File: src/rtl/game_pkg.sv
// Game-level types and defaults shared by the game control blocks.
package game_pkg;

  typedef enum logic [2:0] {
    IDLE     = 3'd0,
    ARMED    = 3'd1,
    EVAL     = 3'd2,
    COOLDOWN = 3'd3,
    DONE     = 3'd4
  } shot_state_t;

  localparam int SHOTS_PER_DUCK_DEF = 3;
  localparam int DUCKS_PER_GAME_DEF = 10;
  localparam int COOLDOWN_MS        = 100;
  localparam int CLK_SYS_KHZ        = 65_000;

endpackage

File: src/rtl/vga_pkg.sv
// Display geometry shared by the VGA pipeline and the game blocks.
package vga_pkg;

  localparam int DUCK_WIDTH  = 64;
  localparam int DUCK_HEIGHT = 64;

endpackage

File: src/rtl/hit_box_check.sv
// Combinational point-in-box test; origin pixel is inside, origin+size is outside.
module hit_box_check #(
  parameter int BOX_W = 64,
  parameter int BOX_H = 64
) (
  input  logic [11:0] point_x_i,
  input  logic [11:0] point_y_i,
  input  logic [11:0] box_x_i,
  input  logic [11:0] box_y_i,
  output logic        hit_o
);

  // 13-bit edges so a box near the screen limit cannot wrap to zero
  logic [12:0] x_end;
  logic [12:0] y_end;

  assign x_end = {1'b0, box_x_i} + 13'(BOX_W);
  assign y_end = {1'b0, box_y_i} + 13'(BOX_H);

  assign hit_o = (point_x_i >= box_x_i) && ({1'b0, point_x_i} < x_end) &&
                 (point_y_i >= box_y_i) && ({1'b0, point_y_i} < y_end);

endmodule

File: src/rtl/shot_ctl.sv
// Turns left-clicks into hit/escape events against the current duck box,
// keeps per-duck shots, score and ducks served, and signals game end.
//
// state    | meaning
// IDLE     | game inactive, counters held at reset values
// ARMED    | waiting for a click edge
// EVAL     | captured click tested against captured duck box
// COOLDOWN | dead time after a shot, clicks discarded
// DONE     | all ducks served, game_finished high
module shot_ctl
  import game_pkg::*;
#(
  parameter int DUCK_WIDTH      = vga_pkg::DUCK_WIDTH,
  parameter int DUCK_HEIGHT     = vga_pkg::DUCK_HEIGHT,
  parameter int SHOTS_PER_DUCK  = game_pkg::SHOTS_PER_DUCK_DEF,
  parameter int DUCKS_PER_GAME  = game_pkg::DUCKS_PER_GAME_DEF,
  parameter int COOLDOWN_CYCLES = game_pkg::COOLDOWN_MS * game_pkg::CLK_SYS_KHZ
) (
  input  logic        clk,
  input  logic        rst,
  input  logic        game_enable,
  input  logic        left_mouse,
  input  logic [11:0] mouse_xpos,
  input  logic [11:0] mouse_ypos,
  input  logic [11:0] duck_xpos,
  input  logic [11:0] duck_ypos,
  output logic        duck_hit,
  output logic        duck_escaped,
  output logic [1:0]  shots_left,
  output logic [7:0]  score,
  output logic [3:0]  ducks_done,
  output logic        game_finished
);

  localparam int CW = (COOLDOWN_CYCLES > 1) ? $clog2(COOLDOWN_CYCLES) : 1;
  localparam logic [CW-1:0] CD_LOAD = CW'(COOLDOWN_CYCLES - 1);
  localparam logic [1:0]    SHOTS_RELOAD = 2'(SHOTS_PER_DUCK);
  localparam logic [3:0]    DUCKS_LAST   = 4'(DUCKS_PER_GAME);

  shot_state_t state_q, state_d;
  logic        left_mouse_q;
  logic        click;
  logic        hit;
  logic [11:0] mx_q, my_q, dx_q, dy_q;
  logic [CW-1:0] cd_cnt_q, cd_cnt_d;
  logic        duck_hit_q, duck_hit_d;
  logic        duck_escaped_q, duck_escaped_d;
  logic [1:0]  shots_left_q, shots_left_d;
  logic [7:0]  score_q, score_d;
  logic [3:0]  ducks_done_q, ducks_done_d;
  logic        game_finished_q, game_finished_d;

  assign click = left_mouse & ~left_mouse_q;

  hit_box_check #(
    .BOX_W (DUCK_WIDTH),
    .BOX_H (DUCK_HEIGHT)
  ) u_hit_box (
    .point_x_i (mx_q),
    .point_y_i (my_q),
    .box_x_i   (dx_q),
    .box_y_i   (dy_q),
    .hit_o     (hit)
  );

  always_ff @(posedge clk or posedge rst) begin
    if (rst) begin
      state_q         <= IDLE;
      left_mouse_q    <= 1'b0;
      mx_q            <= '0;
      my_q            <= '0;
      dx_q            <= '0;
      dy_q            <= '0;
      cd_cnt_q        <= '0;
      duck_hit_q      <= 1'b0;
      duck_escaped_q  <= 1'b0;
      shots_left_q    <= SHOTS_RELOAD;
      score_q         <= '0;
      ducks_done_q    <= '0;
      game_finished_q <= 1'b0;
    end else begin
      state_q         <= state_d;
      left_mouse_q    <= left_mouse;
      if (state_q == ARMED && click) begin
        mx_q <= mouse_xpos;
        my_q <= mouse_ypos;
        dx_q <= duck_xpos;
        dy_q <= duck_ypos;
      end
      cd_cnt_q        <= cd_cnt_d;
      duck_hit_q      <= duck_hit_d;
      duck_escaped_q  <= duck_escaped_d;
      shots_left_q    <= shots_left_d;
      score_q         <= score_d;
      ducks_done_q    <= ducks_done_d;
      game_finished_q <= game_finished_d;
    end
  end

  always_comb begin
    state_d = state_q;
    unique case (state_q)
      IDLE:     if (game_enable) state_d = ARMED;
      ARMED:    if (!game_enable) state_d = IDLE;
                else if (click) state_d = EVAL;
      EVAL:     state_d = game_enable ? COOLDOWN : IDLE;
      COOLDOWN: if (!game_enable) state_d = IDLE;
                else if (cd_cnt_q == '0)
                  state_d = (ducks_done_q == DUCKS_LAST) ? DONE : ARMED;
      DONE:     if (!game_enable) state_d = IDLE;
      default:  state_d = IDLE;
    endcase
  end

  always_comb begin
    duck_hit_d      = 1'b0;
    duck_escaped_d  = 1'b0;
    shots_left_d    = shots_left_q;
    score_d         = score_q;
    ducks_done_d    = ducks_done_q;
    game_finished_d = (state_d == DONE);
    cd_cnt_d        = cd_cnt_q;

    if (state_q == EVAL) cd_cnt_d = CD_LOAD;
    else if (state_q == COOLDOWN && cd_cnt_q != '0) cd_cnt_d = cd_cnt_q - CW'(1);

    // leaving to IDLE wins over an in-flight evaluation
    if (state_q == IDLE || state_d == IDLE) begin
      shots_left_d = SHOTS_RELOAD;
      score_d      = '0;
      ducks_done_d = '0;
    end else if (state_q == EVAL) begin
      if (hit) begin
        duck_hit_d   = 1'b1;
        score_d      = (score_q == 8'hFF) ? score_q : score_q + 8'd1;
        ducks_done_d = ducks_done_q + 4'd1;
        shots_left_d = SHOTS_RELOAD;
      end else if (shots_left_q > 2'd1) begin
        shots_left_d = shots_left_q - 2'd1;
      end else begin
        duck_escaped_d = 1'b1;
        ducks_done_d   = ducks_done_q + 4'd1;
        shots_left_d   = SHOTS_RELOAD;
      end
    end
  end

  assign duck_hit      = duck_hit_q;
  assign duck_escaped  = duck_escaped_q;
  assign shots_left    = shots_left_q;
  assign score         = score_q;
  assign ducks_done    = ducks_done_q;
  assign game_finished = game_finished_q;

endmodule
File: config.mk
export PLATFORM = sky130hd
export DESIGN_NAME = shot_ctl
export DESIGN_NICKNAME = d
export VERILOG_FILES = /design/src/rtl/game_pkg.sv /design/src/rtl/vga_pkg.sv /design/src/rtl/hit_box_check.sv /design/src/rtl/shot_ctl.sv
export SDC_FILE = /design/constraint.sdc
export NUM_CORES = 1
export LEC_CHECK = 0
export BUFFER_PORTS_ARGS = -buffer_cell sky130_fd_sc_hd__buf_2
export CAP_MARGIN = 10
export CORE_MARGIN = 2
export CORE_UTILIZATION = 58
export CTS_BUF_LIST = sky130_fd_sc_hd__clkbuf_8 sky130_fd_sc_hd__clkbuf_16
export CTS_CLUSTER_SIZE = 12
export DETAILED_ROUTE_END_ITERATION = 6
export GPL_TIMING_DRIVEN = 0
export PLACE_DENSITY = 0.8
export SYNTH_ARGS = -nofsm -noshare
export SYNTH_HDL_FRONTEND = slang
export SYNTH_SLANG_ARGS = --single-unit
File: constraint.sdc
create_clock -name clk -period 3 [get_ports clk]
set_input_delay 0.15 -clock clk [delete_from_list [all_inputs] [get_ports clk]]
set_output_delay 0.15 -clock clk [all_outputs]
set_load 0.02 [all_outputs]
; ---- Yosys cells after proc, flatten, opt, wreduce, memory -nomap -nowiden
; Cells that the tools add are included.
[op_classes]
n_bitwise = 2
n_addsub = 6
n_reduce_logical = 15
mux = 30
eq_ne = 9
magnitude_cmp = 5
[ops]
columns = op, n
row1 = 2-to-1 mux 23 bit, 2
row2 = 2-to-1 mux 8 bit, 4
row3 = adder 12 x 7 -> 13 bit (second input constant), 2
row4 = < comparator 12 x 13 -> 1 bit, 2
row5 = greater-or-equal comparator 12 bit, 2
row6 = logical NOT 23 bit, 1
row7 = nonzero test 23 bit, 1
row8 = subtractor 23 x 1 -> 23 bit (second input constant), 1
row9 = 2-to-1 mux 3 bit, 7
row10 = 2-to-1 mux 4 bit, 4
row11 = one-hot mux 3 bit (5 select lines), 1
row12 = 2-to-1 mux 2 bit, 5
row13 = adder 8 x 1 -> 8 bit (second input constant), 1
row14 = equality test 8 bit (second input constant), 1
row15 = 2-to-1 mux 1 bit, 7
row16 = equality test 3 x 2 -> 1 bit (second input constant), 2
row17 = equality test 3 bit (second input constant), 2
row18 = logical NOT 3 bit, 2
row19 = nonzero test 2 bit, 3
row20 = logical AND 1 bit, 5
row21 = adder 4 x 1 -> 4 bit (second input constant), 1
row22 = equality test 4 bit (second input constant), 1
row23 = equality test 3 x 1 -> 1 bit (second input constant), 1
row24 = inequality test 3 bit (second input constant), 1
row25 = 8 further kinds, 8
[word_totals]
inputBits = 52
wordCells = 80
out_inout_bits = 17
regBits = 92

; ---- Longest topological paths before layout
; Gate-level depths: netlist (run 1).
[logic_depth]
depth_word = 9
depth_mapped = 12
depth_no_buf = 11

; ---- Modules after synthesis
; From an unflattened synthesis (run 1), not the netlist that was laid out.
[hier_totals]
hier_cells = 486
area_unflattened_um2 = 5213.8
[modules_own_cells]
columns = module, area_per_inst_um2, cells_per_inst, seq_area_each_um2, instances
row1 = shot_ctl, 4113.9, 345, 2304.7, 1
row2 = hit_box_check, 1099.8, 141, 0.0, 1

; ---- Least setup slack after synthesis (run 1)
; Ideal clock, no wire load.
[synth_path]
path_kind = register to register
startpoint = register dy_q[6]
endpoint = register score_q[7] (netlist: score[7])
path_buffers = 1
setup_time_ns = 0.079
t_arrival_ns = 2.554
stages_incl_launch_ff = 12
period_less_slack_ns = 2.634
setup_slack_ns = 0.366
path_cell_list = dfrtp_1 ha_1 and3_1 xnor2_1 ha_1 o2111ai_1 a211oi_1 a221oi_2 nand4_2 buf_4 nor4_2 mux2i_1
[synth_via]
elab_chain_cells = 5
elab_cells_between_ends = 7
cone_classes = add/sub (1) / order compare (2) / reduce/logical (4)
[synth_lines]
columns = element, line
row1 = start: declaration, shot_ctl.sv:44  ; logic [11:0] mx_q, my_q, dx_q, dy_q;
row2 = start signal: assignment, shot_ctl.sv:88  ; dy_q <= duck_ypos;
row3 = adder 12 x 7 -> 13 bit / greater-or-equal comparator 12 bit (equally long branches), "hit_box_check.sv:18, hit_box_check.sv:21"
row4 = < comparator 12 x 13 -> 1 bit / logical AND 1 bit (equally long branches), "hit_box_check.sv:21, hit_box_check.sv:20"
row5 = logical AND 1 bit (*), hit_box_check.sv:21  ; (point_y_i >= box_y_i) && ({1'b0, point_y_i} < y_end);
row6 = nonzero test 2 bit (no source line) (*), --
row7 = AND reduction 3 bit (no source line) (*), --
row8 = end signal: assignment, shot_ctl.sv:94  ; score_q <= score_d;
row9 = end: declaration, shot_ctl.sv:49  ; logic [7:0] score_q, score_d;
; Every way passes the cells marked *; elsewhere a longest branch is shown, timed or not.
; A chain may end at the register's enable or synchronous reset.

; ---- Worst setup path after layout (run 1)
[layout_path]
startpoint = register dy_q[7]
endpoint = register score_q[4] (netlist: score[4])
; The elaborated chain is that of the path after synthesis.

==> results of run 1 <==
worst max-delay path, stage by stage, from the launching register on:
cell and delay, ns:
dfrtp_1 0.43, ha_2 0.33, inv_1 0.05, ha_4 0.23
a211oi_4 0.30, o211ai_1 0.19, a221oi_4 0.35, nand4_4 0.20
or4_1 0.57, a21oi_1 0.17
synthesized netlist by cell type (all sizes together) (7+ instances only):
library cell and number:
nand2 25, nor3 10, and3 8, nor2 24
o21ai 13, a21oi 27, dfrtp 90, ha 42
or4 7, xnor2 20, nand3 15, mux2 48
inv 35
worst min-delay path by stage:
stage,from,end,slack (ns),depth (start not counted)
final,duck_xpos[4],dx_q[4],0.0007,2
after global placement,left_mouse,left_mouse_q,0.31,1
after floorplan,left_mouse,left_mouse_q,0.18,0
after CTS,duck_xpos[0],dx_q[0],0.0001,2
after global routing,mouse_xpos[8],mx_q[8],0.004,2
after detailed placement,rst,cd_cnt_q[14],0.16,2
per-stage QoR:
| step | instances | hold slack, ns | power [mW] | util [%] |
|---|---|---|---|---|
| finish | 685 | 0.0007164 | 3.888 | 71.19 |
| global route | 685 | 0.004435 | 4.126 | 71.19 |
| CTS | 679 | 0.0001363 | 3.758 | 69.80 |
| detailed placement | 644 | 0.1553 | 2.824 | 65.20 |
| global placement | 643 | 0.3070 | 2.733 | 64.85 |
| floorplan | 467 | 0.1814 | 2.501 | - |
what timing repair did:
action | in CTS | in global routing
pin swaps | 1 | 8
hold buffers | 18 | 0
gates cloned | 0 | 1
endpoints found under the setup margin | 5 | 12
buffers inserted | 1 | 5
hold endpoints to repair | 40 | 0
gates resized for setup | 1 | 13
final cells by class:
| class | count | area [um^2] |
|---|---|---|
| flip-flops and latches | 92 | 2308 |
| multi-input cells | 329 | 2733 |
| repair buffers | 94 | 598.1 |
| inverters | 35 | 133.9 |
| plain buffers | 11 | 63.81 |
| well taps | 108 | 135.1 |
| clock buffers | 10 | 137.6 |
| clock inverters | 6 | 68.82 |
| fillers | 656 | 2500 |
cells in the final DEF, fill, tap and decap left out, types with 5 or more instances in the layout:
master	instances
o31ai_1	5
inv_1	33
clkbuf_1	6
ha_1	40
buf_4	6
mux2_2	48
xnor2_1	20
nand3_1	15
dfrtp_1	87
clkbuf_8	10
dlygate4sd3_1	18
nor2b_1	6
nand4_1	5
buf_2	69
nor2_1	24
and3_1	8
nand2_1	25
a21oi_1	27
nor3_1	6
o21ai_0	10
state kept, by name (all words and copies together) (netlist names), 2 cells and up:
signal      count
mx_q           12
score           8
state_q         3
cd_cnt_q       23
ducks_done      4
dy_q           12
shots_left      2
my_q           12
dx_q           12
per-layer routing:
metal | vias up | wire, um | GRT usage (%)
met3 | 17 | 416 | 4.295
met2 | 82 | 5671 | 40.46
met4 | 0 | 162 | 5.585
li1 | 1902 | - | -
met5 | - | 0 | 0
met1 | 1946 | 4922 | 31.31
power by group through the flow:
stage	sequential (mW)	clock (mW)	combinational, mW
3_5_place_dp	1.68	0	1.14
4_1_cts	1.66	0.898	1.20
2_1_floorplan	1.63	0	0.873
3_3_place_gp	1.66	0	1.07
6_report	1.66	0.882	1.34
5_1_grt	1.69	0.942	1.49
cell families after synthesis:
kind of cell / count (synthesis) / share of synthesized area (%)
AOI/OAI and AO/OA: 74 / 9.568
adders and majority gates: 42 / 10.20
muxes: 50 / 10.88
and+or+nand+nor: 139 / 16.83
DFF: 92 / 44.73
buffers and inverters: 46 / 3.715
xor gates and xnor gates: 24 / 4.080
==> results.json, run 1 <==
{
  "place.detailed.hpwl_um": 7912,
  "slew-limit-headroom_pct": 50.36,
  "synth_cells": 467,
  "final_nets": 666,
  "finalSetupViolCount": 0,
  "crit_path_start": "dy_q[7]",
  "detailedPlace.worstSlack_ns": -0.04698,
  "place.port_buffers": 68,
  "htreeDepth": 3,
  "worstRegToRegCells": 9,
  "synth_seq_area_share_pct": 44.73,
  "outcome": "finished, final reports clean",
  "viasPerCell": 5.762,
  "max_cap_viol_count": 0,
  "yosys.area.top_type": "dfrtp_1",
  "dieArea_um2": 9653,
  "drtAntennaViolNets": 0,
  "clk_pin_slew_ns": 0.10,
  "power_frac_seq_pct": 42.8,
  "synthFlopType": "dfrtp_1",
  "fin_tns_setup_ns": 0,
  "synth_edf_count": 0,
  "rrSetupSlack_ns": 0.10,
  "path_class": "reg -> reg",
  "first_iter_violations": 126,
  "placement.cell_area_um2": 5658,
  "combPwrFrac_pct": 34.5,
  "gp_congestion": 0.8172,
  "diodes": 0,
  "syn_area_per_cell_um2": 11.03,
  "total_leakage_power_nw": 2.815,
  "ys_types": 66,
  "async_reset_ff_share_pct": 100.0,
  "yosys.area.top_type_share_pct": 43.71,
  "ys_seq_elements": 92,
  "cp.arrival_ns": 3.20,
  "fin_skew_ns": 0.01655,
  "yosysWarnings": 0,
  "r2r-end": "score[4]",
  "final_max_slew_viol_count": 0,
  "clock_latency_ns": 0.38,
  "layout-drive-gt1-share_pct": 30.33,
  "grt_max_degree": 69,
  "drtPass1Iterations": 4,
  "core_um2": 8678,
  "power.internal_mw": 2.535,
  "final.min_clock_period_ns": 2.899,
  "critPathRequiredTime_ns": 3.30,
  "finalHoldViolCount": 0,
  "route.vias.total": 3947,
  "swShare_pct": 34.79,
  "synth_fp_nets": 561,
  "critPathCaptureType": "flip-flop",
  "wl_per_cell_um": 16.31,
  "die_x_um": 98.25,
  "syn_to_final_growth_pct": 19.91,
  "overflow": 0,
  "switchingPower_mw": 1.353,
  "synth_area_um2": 5152,
  "cts_tree": "yes",
  "synth_area_leaders": "dfrtp_1, mux2_2, ha_1",
  "grt_pass1_wl_um": 18360,
  "crit_fanout": 7,
  "fin_crit_sh_pct": 96.62,
  "worstReg2RegStart": "dy_q[7]",
  "initial_core_util_pct": 59.37,
  "drc": 0,
  "root_buffer": "clkbuf_8",
  "timing.fmax_mhz": 345.0,
  "grt_pass1_vias": 3966,
  "worst_setup_path_start_kind": "flip-flop",
  "antenna_found_initial": 0,
  "worstMarginPinSlew_ns": 0.7430,
  "row_count": 34,
  "die_h_um": 98.25,
  "ir_drop_mv": 0.3458,
  "min_path_type": "in -> reg",
  "crit_path_end": "score[4]",
  "final_cell_area_um2": 6178,
  "cts.sinks": 92,
  "power_density_nw_per_um2": 629.2,
  "clockBufferDepth": 2,
  "routed_wl_um": 11170,
  "setup_ws_ns": 0.1015,
  "num_io_pins": 69,
  "cts_made_buffers": 9,
  "clockPowerShare_pct": 22.7,
  "track_usage_pct": 23.57
}
Note: power is estimated with default switching activity, not from simulation.
==> run 2, diff against run 1 <==
PLACE_DENSITY = 0.77   (was 0.8)
REMOVE_ABC_BUFFERS = 1   (was not set)
==> results.json, run 2 (synthesis results as in run 1) <==
{
  "cts.sinks": 92,
  "layout-drive-gt1-share_pct": 32.12,
  "ir_drop_mv": 0.3350,
  "worstReg2RegStart": "dy_q[6]",
  "placed_cells": 634,
  "clockBufferDepth": 2,
  "cts_made_buffers": 9,
  "initial_core_util_pct": 59.37,
  "worstMarginPinSlew_ns": 0.8595,
  "syn_to_final_growth_pct": 16.00,
  "n_fill_cell": 684,
  "htreeDepth": 3,
  "root_buffer": "clkbuf_8",
  "core_um2": 8678,
  "track_usage_pct": 21.75,
  "layout_commonest_cell": "dfrtp_1",
  "die_x_um": 98.25,
  "die_h_um": 98.25,
  "setup_ws_ns": 0.07078,
  "min_path_type": "in -> reg",
  "critPathCaptureType": "flip-flop",
  "drtAntennaViolNets": 0,
  "critPathRequiredTime_ns": 3.29,
  "r2r-end": "score[3]",
  "rsz0062_at_grt": "yes",
  "fin_skew_ns": 0.02011,
  "grt_pass1_vias": 3816,
  "cp.arrival_ns": 3.22,
  "overflow": 0,
  "row_count": 34,
  "wl_per_cell_um": 16.10,
  "largest_reg_flops": 23,
  "power_density_nw_per_um2": 626.2,
  "final_max_slew_viol_count": 0,
  "place.port_buffers": 68,
  "detailedPlace.worstSlack_ns": -0.2128,
  "worst_setup_path_start_kind": "flip-flop",
  "timing.fmax_mhz": 341.4,
  "final_nets": 640,
  "crit_fanout": 6,
  "hold_path_depth": 2,
  "viasPerCell": 5.774,
  "total_leakage_power_nw": 2.729,
  "clock_latency_ns": 0.37,
  "clk_pin_slew_ns": 0.10,
  "grt_max_degree": 61,
  "num_io_pins": 69,
  "finalHoldViolCount": 0,
  "place.detailed.hpwl_um": 7320,
  "fin_cells": 659,
  "layout_common_cells": "dfrtp_1, buf_2, mux2_2",
  "first_iter_violations": 119,
  "dieArea_um2": 9653,
  "final.min_clock_period_ns": 2.929,
  "diodes": 0,
  "finalSetupViolCount": 0,
  "cts_tree": "yes",
  "drtPass1Iterations": 4,
  "route.vias.total": 3805,
  "seq_area_um2": 2306,
  "gp_congestion": 0.7798,
  "regMostFlops": "cd_cnt_q",
  "outcome": "finished, final reports clean",
  "multi_input_area_um2": 2774,
  "antenna_found_initial": 0,
  "worstRegToRegCells": 10,
  "holdPathEnd": "my_q[9]",
  "max_cap_viol_count": 0,
  "routed_wl_um": 10610,
  "drc": 0,
  "rrSetupSlack_ns": 0.07,
  "grt_pass1_wl_um": 17240,
  "path_class": "reg -> reg",
  "hp-start": "mouse_ypos[9]",
  "finish.utilization_pct": 68.87,
  "slew-limit-headroom_pct": 42.45,
  "fin_crit_sh_pct": 97.64
}
run 2: where the power goes:
| group | internal [mW] | switching (mW) | total [mW] |
|---|---|---|---|
| sequential | 1.46 | 0.197 | 1.66 |
| combinational | 0.639 | 0.685 | 1.32 |
| clock | 0.304 | 0.458 | 0.763 |
| total | 2.40 | 1.34 | 3.74 |
run 2: repair_timing:
action                                  4_1_cts  5_1_grt
resized for setup                             3       17
endpoints found under the setup margin        7       11
setup buffers                                 2        3
hold buffers                                  2        0
pin swaps                                     1        9
gates cloned                                  0        1
endpoints found under the hold margin        33        0
run 2: critical path, cell delays in order, from the launching register on:
cell	delay [ns]
dfrtp_2	0.46
ha_2	0.32
inv_1	0.05
ha_4	0.22
a211oi_2	0.28
o211ai_1	0.16
a221oi_2	0.23
buf_4	0.20
nand4_4	0.17
or4_4	0.58
a21oi_1	0.17
run 2: per-layer routing:
metal / vias up / routed length [um] / share of wire (%) / GRT usage [%]
met4: 0 / 214 / 2.0 / 8.535
li1: 1849 / - / - / -
met1: 1854 / 4583 / 43 / 27.52
met3: 18 / 429 / 4.0 / 3.293
met2: 84 / 5386 / 51 / 37.67
met5: - / 0 / 0 / 0
run 2: worst max-delay path by stage:
stage	depth (start not counted)	to	slack, ns	start
2_1_floorplan	10	score[3]	0.24	dy_q[6]
3_3_place_gp	4	score[4]	-0.64	state_q[1]
3_5_place_dp	9	score[3]	-0.21	dy_q[6]
4_1_cts	4	score[3]	0.02	state_q[1]
5_1_grt	11	ducks_done[0]	-0.07	dy_q[7]
6_report	10	score[3]	0.07	dy_q[6]
run 2: per-stage QoR:
stage	cell area (um^2)	hold WS, ns	power, mW	setup TNS, ns
4_1_cts	5859	0.002454	3.637	0
2_1_floorplan	5092	0.1814	2.495	0
5_1_grt	5977	0.007314	3.996	-0.3851
3_3_place_gp	5568	0.2718	2.722	-52.71
6_report	5977	0.001970	3.743	0
3_5_place_dp	5625	0.1878	2.805	-0.9052
run 2: final cells by class:
cell class | count | area share [%]
multi-input combinational | 330 | 46.41
inverter | 35 | 2.240
tap | 108 | 2.261
timing repair buffer | 78 | 7.599
sequential | 92 | 38.58
clock inverter | 7 | 0.8373
clock buffer | 9 | 2.072
